--- src/rtl/fma_pack.sv ---
// FMA back end: normalise, round-to-nearest-even and pack a Q4.46 result into binary32.
// Optional status flags (overflow/underflow/inexact) are enabled by defining FMA_PACK_FLAGS_EN.
module fma_pack #(
  parameter int EXP_W   = 10,
  parameter int MANT_W  = 50,
  parameter int FRAC_PT = 46
) (
  input  logic              clk,
  input  logic              rst,
  input  logic              in_valid,
  output logic              in_ready,
  input  logic              sign_in,
  input  logic [EXP_W-1:0]  exp_in,
  input  logic [MANT_W-1:0] m_in,
  output logic              out_valid,
  input  logic              out_ready,
  output logic [31:0]       data_out
`ifdef FMA_PACK_FLAGS_EN
  ,
  output logic              flag_overflow,
  output logic              flag_underflow,
  output logic              flag_inexact
`endif
);

  localparam int PW = $clog2(MANT_W);
  localparam int EW = EXP_W + 2;
  localparam int GB = MANT_W - 25;

  logic              w_en;
  logic [PW-1:0]     w_p;
  logic [MANT_W-1:0] w_norm;
  logic [EW-1:0]     w_e1;

  logic              r_v1, r_sign1, r_zero1, r_g1, r_s1;
  logic [EW-1:0]     r_e1;
  logic [22:0]       r_frac1;

  logic              w_up, w_c;
  logic [22:0]       w_frac2;
  logic [EW-1:0]     w_e2;

  logic              r_v2, r_sign2, r_zero2;
  logic [EW-1:0]     r_e2;
  logic [22:0]       r_frac2;

  logic              w_ovf, w_unf;
  logic [31:0]       w_pack;
  logic              r_v3;
  logic [31:0]       r_data;

  assign w_en      = !r_v3 | out_ready;
  assign in_ready  = w_en;
  assign out_valid = r_v3;
  assign data_out  = r_data;

  // Stage 1: leading-one position, then shift so the hidden bit lands in the MSB.
  always_comb begin
    w_p = '0;
    for (int i = 0; i < MANT_W; i++)
      if (m_in[i]) w_p = PW'(i);
  end

  assign w_norm = m_in << (PW'(MANT_W - 1) - w_p);
  assign w_e1   = {{2{exp_in[EXP_W-1]}}, exp_in} + EW'(w_p) - EW'(FRAC_PT);

  // Stage 2: RNE increment; a carry out of the fraction bumps the exponent.
  assign w_up            = r_g1 & (r_s1 | r_frac1[0]);
  assign {w_c, w_frac2}  = {1'b0, r_frac1} + {23'b0, w_up};
  assign w_e2            = r_e1 + EW'(w_c);

  // Stage 3: zero wins over range checks; no subnormals are produced.
  assign w_ovf = !r_zero2 && ($signed(r_e2) >= $signed(EW'(255)));
  assign w_unf = !r_zero2 && !w_ovf && ($signed(r_e2) <= $signed(EW'(0)));

  always_comb begin
    w_pack = {r_sign2, 31'b0};
    if (w_ovf)
      w_pack = {r_sign2, 8'hFF, 23'b0};
    else if (!r_zero2 && !w_unf)
      w_pack = {r_sign2, r_e2[7:0], r_frac2};
  end

  always_ff @(posedge clk or posedge rst) begin
    if (rst) begin
      r_v1    <= 1'b0;
      r_sign1 <= 1'b0;
      r_zero1 <= 1'b0;
      r_g1    <= 1'b0;
      r_s1    <= 1'b0;
      r_e1    <= '0;
      r_frac1 <= '0;
      r_v2    <= 1'b0;
      r_sign2 <= 1'b0;
      r_zero2 <= 1'b0;
      r_e2    <= '0;
      r_frac2 <= '0;
      r_v3    <= 1'b0;
      r_data  <= '0;
    end else if (w_en) begin
      r_v1    <= in_valid;
      r_sign1 <= sign_in;
      r_zero1 <= (m_in == '0);
      r_e1    <= w_e1;
      r_frac1 <= w_norm[MANT_W-2 -: 23];
      r_g1    <= w_norm[GB];
      r_s1    <= |w_norm[GB-1:0];
      r_v2    <= r_v1;
      r_sign2 <= r_sign1;
      r_zero2 <= r_zero1;
      r_e2    <= w_e2;
      r_frac2 <= w_frac2;
      r_v3    <= r_v2;
      if (r_v2) r_data <= w_pack;
    end
  end

`ifdef FMA_PACK_FLAGS_EN
  logic r_inx2, r_fo, r_fu, r_fi;

  always_ff @(posedge clk or posedge rst) begin
    if (rst) begin
      r_inx2 <= 1'b0;
      r_fo   <= 1'b0;
      r_fu   <= 1'b0;
      r_fi   <= 1'b0;
    end else if (w_en) begin
      r_inx2 <= r_g1 | r_s1;
      if (r_v2) begin
        r_fo <= w_ovf;
        r_fu <= w_unf;
        r_fi <= r_inx2 | w_ovf | w_unf;
      end
    end
  end

  assign flag_overflow  = r_fo & r_v3;
  assign flag_underflow = r_fu & r_v3;
  assign flag_inexact   = r_fi & r_v3;
`endif

endmodule

--- config.mk ---
export PLATFORM = sky130hd
export DESIGN_NAME = fma_pack
export DESIGN_NICKNAME = d
export VERILOG_FILES = /design/src/rtl/fma_pack.sv
export SDC_FILE = /design/constraint.sdc
export NUM_CORES = 1
export LEC_CHECK = 0
export BUFFER_PORTS_ARGS = -buffer_cell sky130_fd_sc_hd__buf_2
export CELL_PAD_IN_SITES_DETAIL_PLACEMENT = 2
export CELL_PAD_IN_SITES_GLOBAL_PLACEMENT = 2
export CORE_MARGIN = 2
export CORE_UTILIZATION = 40
export CTS_CLUSTER_DIAMETER = 50
export DETAILED_ROUTE_END_ITERATION = 6
export GPL_ROUTABILITY_DRIVEN = 0
export HOLD_SLACK_MARGIN = 0.05
export MAX_ROUTING_LAYER = met4
export PLACE_DENSITY = 0.95
export SLEW_MARGIN = 40
export SYNTH_ARGS = -nofsm -noshare
export SYNTH_HDL_FRONTEND = slang
export SYNTH_SLANG_ARGS = --single-unit
export TNS_END_PERCENT = 1
--- constraint.sdc ---
create_clock -name clk -period 8.75 [get_ports clk]
set_input_delay 1.3125 -clock clk [delete_from_list [all_inputs] [get_ports clk]]
set_output_delay 1.3125 -clock clk [all_outputs]
set_load 0.01 [all_outputs]
### Yosys cells after proc, flatten, opt, wreduce, memory -nomap -nowiden

Cells that the tools add are included.

* bits in registers: 111
* input bits: 65
* logic and storage cells: 87

* add/sub/neg operators: 5
* magnitude comparators: 2
* shift operators: 1
* multiplexer cells: 51
* bitwise logic cells: 3
* reductions and logical operators: 11

Operators with widths (number)
* $mux 6: 48
* $mux 31: 2
* $logic_not 50->1: 1
* $shl 50x6->49: 1
* $reduce_or 25->1: 1
* $add 23x1->24: 1
* $add 12x1->12: 1
* $ge 12x9->1 const B: 1
* $le 12x1->1 const B: 1
* $sub 11x7->12 const B: 1
* $add 10x7->11: 1
* $sub 6x6->6 const A: 1
* $logic_and 1x1->1: 4
* $logic_not 1->1: 4
* $or 1x1->1: 2
* $reduce_and 2->1: 1
* $and 1x1->1: 1
* $mux 1: 1

### Longest topological paths before layout

* word-level depth: 52
* mapped depth: 23
* mapped depth without buffers: 19

### Worst setup path after synthesis

OpenSTA, ideal clock, no wires.

* path kind: input to register
* from: input m_in[33]
* to: register r_frac1[1]
* library setup time: 0.121 ns
* arrival time: 5.400 ns
* setup slack: 3.229 ns
* stages on the path: 19
* path buffers: 7
* cell sequence: or4_4 nor3_2 o311ai_1 o21a_4 nor2_8 inv_6 buf_8 buf_8 buf_2 ha_1 clkbuf_1 inv_2 clkbuf_1 clkbuf_1 clkbuf_1 mux4_2 nand2_1 o21ai_1 a22o_1

* word-level cells in the longest chain between the ends: 19

RTL lines
* start: declaration: RTL line 14 `input logic [MANT_W-1:0] m_in,`
* $mux 6 (17 in a row): RTL line 61 `if (m_in[i]) w_p = PW'(i);`
* $sub 6x6->6: RTL line 64 `assign w_norm = m_in << (PW'(MANT_W - 1) - w_p);`
* $shl 50x6->49 (*): RTL line 64
* end signal: assignment: RTL line 105 `r_frac1 <= w_norm[MANT_W-2 -: 23];`
* end: declaration: RTL line 37 `logic [22:0] r_frac1;`

Every way passes the cells marked *; elsewhere a longest branch is shown, timed or not.
A chain may end at the register's enable or synchronous reset.

### Worst setup path after layout

* from: input m_in[33]
* to: register r_s1

* word-level cells in the longest chain between the ends: 20

RTL lines
* $mux 6 (17 in a row): RTL line 61
* $sub 6x6->6: RTL line 64
* $shl 50x6->49 (*): RTL line 64
* $reduce_or 25->1 (*): RTL line 107 `r_s1 <= |w_norm[GB-1:0];`
* end signal: assignment: RTL line 107
* end: declaration: RTL line 35 `logic r_v1, r_sign1, r_zero1, r_g1, r_s1;`

Marks and branches as above.

==> flow_summary.ini <==
[synthesis]
syn_area_per_cell_um2 = 8.83
ys_seq_area_share_pct = 30.6
yosys-top-cells-area = dfrtp_1, mux4_2, mux2i_1, nand2_1, a21oi_1
synth_warnings = 0
synth-edff-count = 0
synth_nets = 1115
synth_cell_types = 85
synthCells = 1029
synth-seq-cells = 111
syn_area_um2 = 9080
synthArstFlopShare_pct = 100
synth_largest_area_cell = dfrtp_1
synth_top_area_share_pct = 30.6
synthFlopType = dfrtp_1

[critical_path]
worstPathArrival_ns = 6.41
r2r_setup_slack_ns = 5.36
endpoint_kind = flip-flop
cp.required_ns = 8.98
critPathLaunchType = input pin
path_max_fanout = 56
path_class = input pin to flip-flop

[routing]
first_iter_violations = 690
postRouteAntennaNets = 0
vias_per_cell = 6.57
drt-wirelength-per-cell_um = 26.9
vias = 9059
drtPass1Iterations = 5
route.detailed.drc = 0
wirelength_um = 37100

[power]
peakVddDrop_uv = 118
total_power_uw = 2270
p_leak_uw = 0.00449
power_density_nw_per_um2 = 225

[sta]
final.min_clock_period_ns = 6.19
period_share_pct = 70.7
slew_headroom_pct = 42.4
finalSetupTns_ns = 0
setup_viol = 0
finalMaxSlewViolations = 0
fin_worst_skew_ns = 0.00799
worstMarginPinSlew_ns = 0.839
hold_viol = 0
fmax_mhz = 162
rsz0062_at_grt = no

[clock_network]
clk_latency_ns = 0.36
clkSinkCount = 111
cts_resized = 0
htree_levels = 3
cts_root_buffer = clkbuf_16
cts_tree = built
ctsHoldBuffers = 0
clockBufferDepth = 2
cts_setup_buffers = 0
clk_pin_slew_ns = 0.07
numCtsBuffers = 9

[global_routing]
grt_antenna_before_repair = 0
grt_overflow = 0
grt_pass1_vias = 9802
grt_util_all_layers_pct = 31.9
grt_pass1_wl_um = 58100
grt_max_degree = 100

[die]
io-pin-count = 99
dieArea_um2 = 23900
die_h_um = 155
dieWidth_um = 155
row_count = 55
initial_core_util_pct = 40.5
core_area_um2 = 22400

[cells_and_area]
syn_to_final_growth_pct = 11.4
antenna_cells = 0
nets = 1174
fillerInstances = 2471
drive_above_1_share_pct = 19.2

[run]
maxCapViolations = 0

[status]
status = complete, no violations

[placement]
dpl.hpwl_um = 27700
io_buffers = 98

[min_path]
hold_class = flip-flop to flip-flop
[cells by family (layout without fill, tap and decap cells)]
kind of cell,count (synthesis),count (layout),share of synthesized area (%)
and+or+nand+nor,356,356,18.6
AOI/OAI and AO/OA,279,279,20.4
DFF,111,111,30.6
muxes,117,117,17.9
xor gates and xnor gates,44,44,4.41
adders and majority gates,21,21,2.98
buffers and inverters,101,165,5.10
[path summary, 6_finish.rpt]
check / start / depth (start not counted) / end
hold reg to reg: r_sign1$_DFFE_PP0N_ / 2 / r_sign1$_DFFE_PP0N_
min in group asynchronous: rst / 2 / data_out[3]$_DFFE_PP0P_
hold / removal: r_sign1$_DFFE_PP0N_ / 2 / r_sign1$_DFFE_PP0N_
max in group asynchronous: rst / 3 / r_e2[3]$_DFFE_PP0N_
setup reg to reg: r_frac1[0]$_DFFE_PP0N_ / 13 / r_e2[8]$_DFFE_PP0N_
setup / recovery: m_in[33] / 17 / r_s1$_DFFE_PP0N_
[area by class of cell]
| class | instances | area, um^2 | share of cell area (%) |
|---|---|---|---|
| Clock inverter | 4 | 76.3 | 0.754 |
| Sequential cell | 111 | 2780 | 27.5 |
| Multi-Input combinational cell | 817 | 5900 | 58.3 |
| Inverter | 37 | 151 | 1.50 |
| Clock buffer | 12 | 246 | 2.44 |
| Timing Repair Buffer | 112 | 611 | 6.04 |
| Tap cell | 285 | 357 | 3.53 |
[worst max-delay path, stage by stage]
cell and delay, ns:
buf_2 0.14, or4_4 0.56, o221ai_1 0.35, a21boi_1 0.14, o21a_4 0.18, nor2_8 0.51, inv_6 0.36, ha_1 0.47
xor2_4 0.67, buf_4 0.34, mux2i_1 0.24, mux2_2 0.21, nand3_1 0.10, o21ai_0 0.22, o21bai_1 0.14, o31ai_1 0.30
nand3_1 0.11
[flip-flops by register name, indices dropped and copies added, names as in the netlist, 12 cells and up]
name      flops
data_out     32
r_frac1      23
r_frac2      23
r_e1         12
r_e2         12
[synth_stat cells (all sizes together), types with 24 or more instances]
master    n
clkbuf   36
nor2     81
nand2   139
nand3    32
nor3     27
buf      28
a22o     28
o21ai    72
mux2i    63
xnor2    24
inv      37
dfrtp   111
a21oi    70
mux4     34
[power by group]
group | internal, uW | switching, uW | total [uW]
registers | 696 | 185 | 881
logic | 352 | 581 | 932
clock network | 261 | 198 | 459
[cells in the final DEF (no fill, tap or decap), types with 7 or more instances in the layout]
cell type,instances
a211oi_1,10
a21oi_1,70
a22o_1,28
a22oi_1,9
and2_1,8
and3_1,7
buf_2,98
buf_4,11
clkbuf_16,9
dfrtp_1,111
ha_1,20
inv_1,32
mux2_2,19
mux2i_1,63
mux4_2,32
nand2_1,138
nand3_1,32
nand4_1,8
nor2_1,79
nor2b_1,8
nor3_1,23
nor4_1,15
o211ai_1,8
o21ai_0,63
o21ai_1,9
o21bai_1,8
xnor2_1,21
xor2_1,19
[stage by stage]
stage | hold WS [ns] | std cells | worst slack [ns] | area (um^2) | utilization (%)
3_3_place_gp | 0.446 | 1361 | 2.44 | 9750 | 43.5
4_1_cts | 0.499 | 1377 | 2.63 | 10100 | 45.0
2_1_floorplan | 0.435 | 1029 | 3.23 | 9080 | -
6_report | 0.495 | 1378 | 2.56 | 10100 | 45.1
3_5_place_dp | 0.469 | 1361 | 2.25 | 9780 | 43.6
5_1_grt | 0.521 | 1378 | 2.38 | 10100 | 45.1
[routing by layer]
metal  wire, um  part of all wire (%)  vias up  global-route usage [%]
met2      18300                    49      443                    53.8
met4       1760                   4.7        0                    14.6
met3       2120                   5.7      119                    3.87
met1      15000                    40     4580                    38.5
li1           -                     -     3917                       -
met5          0                     0        -                       -
Power figures use the tool's default switching activity.
